**config.mk**
```make
export PLATFORM = sky130hd
export DESIGN_NAME = fetch_stage
export DESIGN_NICKNAME = d
export VERILOG_FILES = /design/src/rtl/fetch_stage_pkg.sv /design/src/rtl/fetch_stage_halt_drain_ctrl.sv /design/src/rtl/fetch_stage.sv
export SDC_FILE = /design/constraint.sdc
export NUM_CORES = 1
export LEC_CHECK = 0
export BUFFER_PORTS_ARGS = -buffer_cell sky130_fd_sc_hd__buf_4
export CELL_PAD_IN_SITES_DETAIL_PLACEMENT = 0
export CELL_PAD_IN_SITES_GLOBAL_PLACEMENT = 1
export CORE_MARGIN = 1.5
export CORE_UTILIZATION = 35
export DETAILED_ROUTE_END_ITERATION = 12
export PLACE_DENSITY_LB_ADDON = 0.05
export REMOVE_ABC_BUFFERS = 1
export SYNTH_ARGS = -nofsm -noshare
export SYNTH_HDL_FRONTEND = slang
export SYNTH_SLANG_ARGS = --single-unit
```
**constraint.sdc**
```tcl
create_clock -name clk -period 2.85 [get_ports clk]
set_clock_uncertainty 0.1 [all_clocks]
set_input_delay 0.285 -clock clk [delete_from_list [all_inputs] [get_ports clk]]
set_output_delay 0.285 -clock clk [all_outputs]
set_load 0.05 [all_outputs]
```
**src/rtl/fetch_stage_pkg.sv**
```systemverilog
// Shared constants, opcode values and FSM state encoding for the fetch stage
// and the halt/drain controller.
package fetch_stage_pkg;

  localparam logic [31:0] NOP_INSTR = 32'h0000_0013;
  localparam logic [31:0] HALT_WORD = 32'hFFFF_FFFF;

  localparam logic [6:0] OPC_R      = 7'b0110011;
  localparam logic [6:0] OPC_LOAD   = 7'b0000011;
  localparam logic [6:0] OPC_STORE  = 7'b0100011;
  localparam logic [6:0] OPC_BRANCH = 7'b1100011;
  localparam logic [6:0] OPC_OP_IMM = 7'b0010011;

  typedef enum logic [1:0] {
    ST_RUN   = 2'd0,
    ST_DRAIN = 2'd1,
    ST_DONE  = 2'd2
  } fetch_state_t;

endpackage

```
**src/rtl/fetch_stage_halt_drain_ctrl.sv**
```systemverilog
// Halt/drain FSM: after a halt word is seen, counts non-stalled drain cycles
// and then raises a sticky end_program. A redirect during drain squashes the halt.
import fetch_stage_pkg::*;

module halt_drain_ctrl #(
  parameter int DRAIN_CYCLES = 4
) (
  input  logic         clk,
  input  logic         reset,
  input  logic         halt_seen,
  input  logic         stall,
  input  logic         branch_taken,
  output logic         fetch_enable,
  output logic         end_program,
  output fetch_state_t state
);

  localparam int CW = $clog2(DRAIN_CYCLES) + 1;
  localparam logic [CW-1:0] DRAIN_LOAD = CW'(DRAIN_CYCLES - 1);

  fetch_state_t  state_nxt;
  logic [CW-1:0] cnt;
  logic [CW-1:0] cnt_nxt;
  logic          end_nxt;

  always_ff @(posedge clk) begin
    if (reset) begin
      state       <= ST_RUN;
      cnt         <= '0;
      end_program <= 1'b0;
    end else begin
      state       <= state_nxt;
      cnt         <= cnt_nxt;
      end_program <= end_nxt;
    end
  end

  always_comb begin
    state_nxt = state;
    cnt_nxt   = cnt;
    end_nxt   = end_program;
    case (state)
      ST_RUN: begin
        if (halt_seen && !stall && !branch_taken) begin
          state_nxt = ST_DRAIN;
          cnt_nxt   = DRAIN_LOAD;
        end
      end
      ST_DRAIN: begin
        // An older branch resolving here means the halt was on a wrong path.
        if (branch_taken) begin
          state_nxt = ST_RUN;
          cnt_nxt   = '0;
        end else if (!stall) begin
          if (cnt == '0) begin
            state_nxt = ST_DONE;
            end_nxt   = 1'b1;
          end else begin
            cnt_nxt = cnt - 1'b1;
          end
        end
      end
      ST_DONE: end_nxt = 1'b1;
      default: state_nxt = ST_RUN;
    endcase
  end

  assign fetch_enable = (state == ST_RUN);

endmodule

```
**src/rtl/fetch_stage.sv**
```systemverilog
// IF stage: owns the PC, addresses imem, and fills the IF/ID latch while
// honouring stalls, branch redirects and the halt/drain sequence.
import fetch_stage_pkg::*;

module fetch_stage #(
  parameter int               XLEN         = 64,
  parameter logic [XLEN-1:0]  RESET_PC     = '0,
  parameter logic [31:0]      NOP_WORD     = NOP_INSTR,
  parameter logic [31:0]      HALT_VALUE   = HALT_WORD,
  parameter int               DRAIN_CYCLES = 4
) (
  input  logic             clk,
  input  logic             reset,
  input  logic             stall,
  input  logic             branch_taken,
  input  logic [XLEN-1:0]  branch_target,
  input  logic [31:0]      imem_rdata,
  output logic [XLEN-1:0]  imem_addr,
  output logic [XLEN-1:0]  if_id_pc,
  output logic [31:0]      if_id_instr,
  output logic             if_id_valid,
  output logic             end_program,
  output logic [31:0]      fetch_cycles
);

  logic [XLEN-1:0] pc;
  logic [XLEN-1:0] target_aligned;
  logic            fetch_enable;
  logic            halt_seen;
  fetch_state_t    state;

  assign imem_addr      = pc;
  assign target_aligned = branch_target & ~XLEN'(3);
  // Halt decode only counts on an edge that would otherwise advance the PC.
  assign halt_seen      = fetch_enable && !stall && !branch_taken &&
                          (imem_rdata == HALT_VALUE);

  halt_drain_ctrl #(
    .DRAIN_CYCLES (DRAIN_CYCLES)
  ) u_ctrl (
    .clk          (clk),
    .reset        (reset),
    .halt_seen    (halt_seen),
    .stall        (stall),
    .branch_taken (branch_taken),
    .fetch_enable (fetch_enable),
    .end_program  (end_program),
    .state        (state)
  );

  // if_id_valid qualifies the latch contents; stall holds both the PC and the
  // latch, and a redirect overrides stall by loading a bubble.
  always_ff @(posedge clk) begin
    if (reset) begin
      pc          <= RESET_PC;
      if_id_pc    <= '0;
      if_id_instr <= NOP_WORD;
      if_id_valid <= 1'b0;
    end else if (fetch_enable) begin
      if (branch_taken) begin
        pc          <= target_aligned;
        if_id_instr <= NOP_WORD;
        if_id_valid <= 1'b0;
      end else if (stall) begin
        pc <= pc;
      end else if (imem_rdata == HALT_VALUE) begin
        if_id_instr <= NOP_WORD;
        if_id_valid <= 1'b0;
      end else begin
        if_id_pc    <= pc;
        if_id_instr <= imem_rdata;
        if_id_valid <= 1'b1;
        pc          <= pc + XLEN'(4);
      end
    end else if (state == ST_DRAIN) begin
      if (branch_taken) pc <= target_aligned;
      if_id_instr <= NOP_WORD;
      if_id_valid <= 1'b0;
    end
  end

  always_ff @(posedge clk) begin
    if (reset) begin
      fetch_cycles <= '0;
    end else if (state != ST_DONE) begin
      fetch_cycles <= fetch_cycles + 32'd1;
    end
  end

endmodule

```
; Yosys cells after proc, flatten, opt, wreduce, memory -nomap -nowiden
; Cells that the tools add are included.
[totals]
ff_bits = 199
inputBits = 100
output_inout_bits = 194
elab_cells = 77
[classes]
add_sub_neg = 3
n_eq_ne = 14
muxes = 30
n_bitwise = 4
n_reduce_logical = 18
[op_table]
columns = cell, count
row1 = 64-bit two-way mux, 6
row2 = 32-bit two-way mux, 5
row3 = "64-bit by 3-bit adder with 64-bit output, second input constant", 1
row4 = "32-bit by 1-bit adder with 32-bit output, second input constant", 1
row5 = "32-bit == test, second input constant", 1
row6 = 4-bit AND reduction, 5
row7 = 3-bit two-way mux, 4
row8 = "3-bit inequality test, second input constant", 3
row9 = 1-bit two-way mux, 8
row10 = 2-bit two-way mux, 4
row11 = "2-bit inequality test, second input constant", 4
row12 = "2-bit by 1-bit inequality test with 1-bit output, second input constant", 3
row13 = 2-bit one-hot mux with 3 select lines, 1
row14 = 3-bit one-hot mux with 2 select lines, 1
row15 = 2-bit nonzero test, 3
row16 = 1-bit logical AND, 5
row17 = 1-bit inverter, 4
row18 = 3-bit zero test, 1
row19 = "3-bit by 2-bit inequality test with 1-bit output, second input constant", 1
row20 = "3-bit by 1-bit subtractor with 3-bit output, second input constant", 1
row21 = "2-bit by 1-bit == test with 1-bit output, second input constant", 1
row22 = "2-bit == test, second input constant", 1
row23 = 1-bit zero test, 2
row24 = 2-bit zero test, 1
row25 = 2 further kinds, 2

; Depth between registers and ports, before layout
[depth]
word_depth = 8
mapped_depth = 9
ltp_nobuf = 8

; By module
; Synthesis repeated with hierarchy kept, for this count alone.
[unflattened]
cells_unflattened = 1193
hier_area_um2 = 9220.1
[by_module_without_submodules]
columns = mod, instances, cells_each, area_each_um2, seq_area_each_um2
row1 = fetch_stage, 1, 1156, 8898.5, 3783.6
row2 = halt_drain_ctrl, 1, 37, 321.6, 120.1

; Least setup slack after synthesis
; No wires, ideal clock.
[synth_timing]
kind = register to register
start = register pc[12] (netlist: imem_addr[12])
end = register pc[63] (netlist: imem_addr[63])
setup_ns = 0.117
arrival_time_ns = 2.467
required_ns = 2.633
setup_slack_ns = 0.166
path_stages_with_launch = 8
path_buffers = 1
period_less_slack_ns = 2.684
path_cell_list = dfxtp_1 > buf_2 > nand3_2 > nor3_2 > nand4_4 > or4_4 > a22o_1 > a32o_1
[synth_via]
elab_chain_cells = 5
[synth_lines]
columns = item, line
row1 = from (decl), fetch_stage.sv:26  ; logic [XLEN-1:0] pc;
row2 = from (signal assigned), fetch_stage.sv:61  ; pc <= target_aligned;
row3 = from (signal assigned), fetch_stage.sv:65  ; pc <= pc;
row4 = from (signal assigned), fetch_stage.sv:73  ; pc <= pc + XLEN'(4);
row5 = 64-bit by 3-bit adder with 64-bit output, fetch_stage.sv:73
row6 = 64-bit two-way mux, fetch_stage.sv:66  ; end else if (imem_rdata == HALT_VALUE) begin
row7 = 64-bit two-way mux, fetch_stage.sv:64  ; end else if (stall) begin
row8 = 64-bit two-way mux, fetch_stage.sv:60  ; if (branch_taken) begin
row9 = 64-bit two-way mux, fetch_stage.sv:59  ; end else if (fetch_enable) begin
; Every way passes these cells. The select of a mux whose other input is x is not followed.
; A chain may end at the register's enable or synchronous reset.

; Worst setup path in the final report
[layout_timing]
start = register pc[17] (netlist: imem_addr[17])
end = register pc[63] (netlist: imem_addr[63])
; The elaborated chain is that of the path after synthesis.

==> impl_metrics.json <==
{
  "final.period_utilization": 0.888,
  "worst_pin_slew_ns": 1.07,
  "cts_resized": 0,
  "rsz0062_at_grt": "no",
  "routed-via-count": 9537,
  "yosysWarningCount": 0,
  "status": "complete, no violations",
  "postCtsHoldBufs": 31,
  "cp_slowest_cell": "or4_4",
  "antennaDiodeCount": 0,
  "endpoint": "imem_addr[63]",
  "async_flop_share": 0,
  "yosysTopAreaCell": "dfxtp_1",
  "initial_utilization": 0.360,
  "cts_sinks": 195,
  "synthTopCellsByArea": "dfxtp_1 43%, nand2_1 9.0%, a21oi_1 7.4%",
  "drc": 0,
  "crit_path_end_kind": "flop",
  "num_rows": 58,
  "ir_drop_v": 0.000318,
  "track_usage": 0.229,
  "syn_avg_cell_area_um2": 7.75,
  "crit_type": "reg -> reg",
  "insertion_delay_ns": 0.45,
  "h-tree-depth": 4,
  "fin_crit_ns": 2.53,
  "critPathLaunchType": "flop",
  "timing_hold_violations_final": 0,
  "num_io_pins": 294,
  "synth-edff-count": 0,
  "antenna_found_initial": 0,
  "routabilityCongestion": 0.778,
  "final.setup.tns_ns": 0,
  "finalPower_mw": 6.55,
  "cts_tree": "built",
  "dpl-instance-area_mm2": 0.0116,
  "final_nets": 1555,
  "syn_to_final_growth_pct": 37.3,
  "io_buffers": 287,
  "fp.dieH_um": 164,
  "wl_um": 31400,
  "crit_start": "imem_addr[17]",
  "cts_made_buffers": 17,
  "grt_pass1_wl_um": 48900,
  "min_path_type": "in -> reg",
  "cts_root_buf": "clkbuf_16",
  "path_clk_slew_ns": 0.09,
  "crit_arrival_ns": 2.76,
  "first_global_vias": 9084,
  "seq_area_frac_synth": 0.429,
  "r2r_slack_ns": 0.32,
  "final_cell_mix": "314 x buf_4, 217 x nand2_1, 195 x dfxtp_1",
  "drtIter0Drc": 527,
  "cap_violations": 0,
  "slew_violations": 0,
  "ys_types": 65,
  "yosys.area.top_type_share": 0.429,
  "critPathMaxStageDelay_ns": 0.54,
  "cts_setup_buffers": 0,
  "syn_area_mm2": 0.00911,
  "setup_viol": 0,
  "dp_hpwl_um": 20700,
  "ant_nets": 0,
  "fmax_mhz": 395,
  "min_from": "imem_rdata[20]",
  "p_leak_nw": 4.94,
  "worstPathRequired_ns": 3.08,
  "relSlewSlack": 0.286,
  "die_area_mm2": 0.0270,
  "power.density_mw_per_mm2": 524,
  "dieWidth_um": 164,
  "grt_max_degree": 94,
  "nFillCells": 2537,
  "grt_overflow": 0,
  "critPathMaxFanout": 10,
  "synthFlopType": "dfxtp_1",
  "reg2regPathDepth": 6,
  "worstReg2RegEnd": "imem_addr[63]",
  "r2r_start": "imem_addr[17]",
  "drive_gt1_frac": 0.258,
  "final_area_mm2": 0.0125,
  "netlist_instances": 1175,
  "ys_ff_latch": 195,
  "core-area_mm2": 0.0253,
  "path_common_cell": "and4_1",
  "path_cells": "and4_1, and4_1, nand4_4, or4_4, a22o_1, a32o_1",
  "via_per_inst": 5.32,
  "max-clock-path-buffers": 2,
  "final_common_cell": "buf_4",
  "wire_per_inst_um": 17.5,
  "drt_pass1_iterations": 7
}
Yosys cell counts (all sizes together) (11+ instances only):
library cell	n
or3	12
o31ai	12
o22ai	12
a21oi	135
xor2	22
nand2	219
nand4	38
clkbuf	78
nor3	24
nor4	19
and4	14
buf	17
a211oi	14
o32ai	11
o21ai	51
nor2	103
inv	14
nand3	42
dfxtp	195
a22oi	37
worst min path at each step:
stage	slack, ns	endpoint	depth (start not counted)
floorplan	0.25	fetch_cycles[10]	1
global placement	0.34	u_ctrl.end_program	2
detailed placement	0.34	u_ctrl.end_program	2
CTS	0.0009	if_id_instr[22]	3
global route	0.01	imem_addr[3]	3
finish	0.02	if_id_instr[20]	3
critical path, delay by kind of cell (launching register included):
kind | cells | cell delay [ns]
compound gates | 2 | 0.40
flops | 1 | 0.52
simple gates | 4 | 1.39
logic make-up (layout without fill, tap and decap cells):
| family | after synthesis | after routing | synth area share |
|---|---|---|---|
| AOI/OAI and AO/OA | 327 | 327 | 0.223 |
| and+or+nand+nor | 511 | 511 | 0.267 |
| adders and majority gates | 4 | 4 | 0.00549 |
| xor gates and xnor gates | 28 | 28 | 0.0269 |
| buffers and inverters | 109 | 395 | 0.0486 |
| other | 1 | 4 | 0.000412 |
| DFF | 195 | 195 | 0.429 |
state kept, by name, indices dropped and copies added, names as in the netlist:
register / count
fetch_cycles: 32
if_id_instr: 32
if_id_pc: 62
if_id_valid: 1
imem_addr: 62
u_ctrl.cnt: 3
u_ctrl.end_program: 1
u_ctrl.state: 2
layout make-up:
type,instances,area [um^2],area share
tap,330,413,0.0330
sequential,195,3900,0.312
timing repair buffer,349,2740,0.219
multi-input combinational,874,4800,0.384
clock inverter,14,165,0.0132
inverter,14,52.6,0.00420
clock buffer,18,429,0.0343
per-layer routing:
layer	GRT usage	wire length, um
met1	0.300	14400
met2	0.372	14600
met3	0.0609	2140
met4	0.0591	341
met5	0	0
metrics by stage:
stage | hold WS (ns) | cells | utilization | setup slack, ns
after floorplan | 0.254 | 1083 | - | -1.72
after global placement | 0.338 | 1731 | 0.458 | 0.357
after detailed placement | 0.341 | 1731 | 0.458 | 0.351
after CTS | 0.000862 | 1794 | 0.494 | 0.289
after global routing | 0.0103 | 1794 | 0.494 | 0.140
final | 0.0150 | 1794 | 0.494 | 0.320
power by group:
group          switching [mW]  internal (mW)
clock network            1.23           1.26
logic                   0.727          0.380
registers               0.125           2.82
No activity file was read; power rests on OpenSTA's default activity.
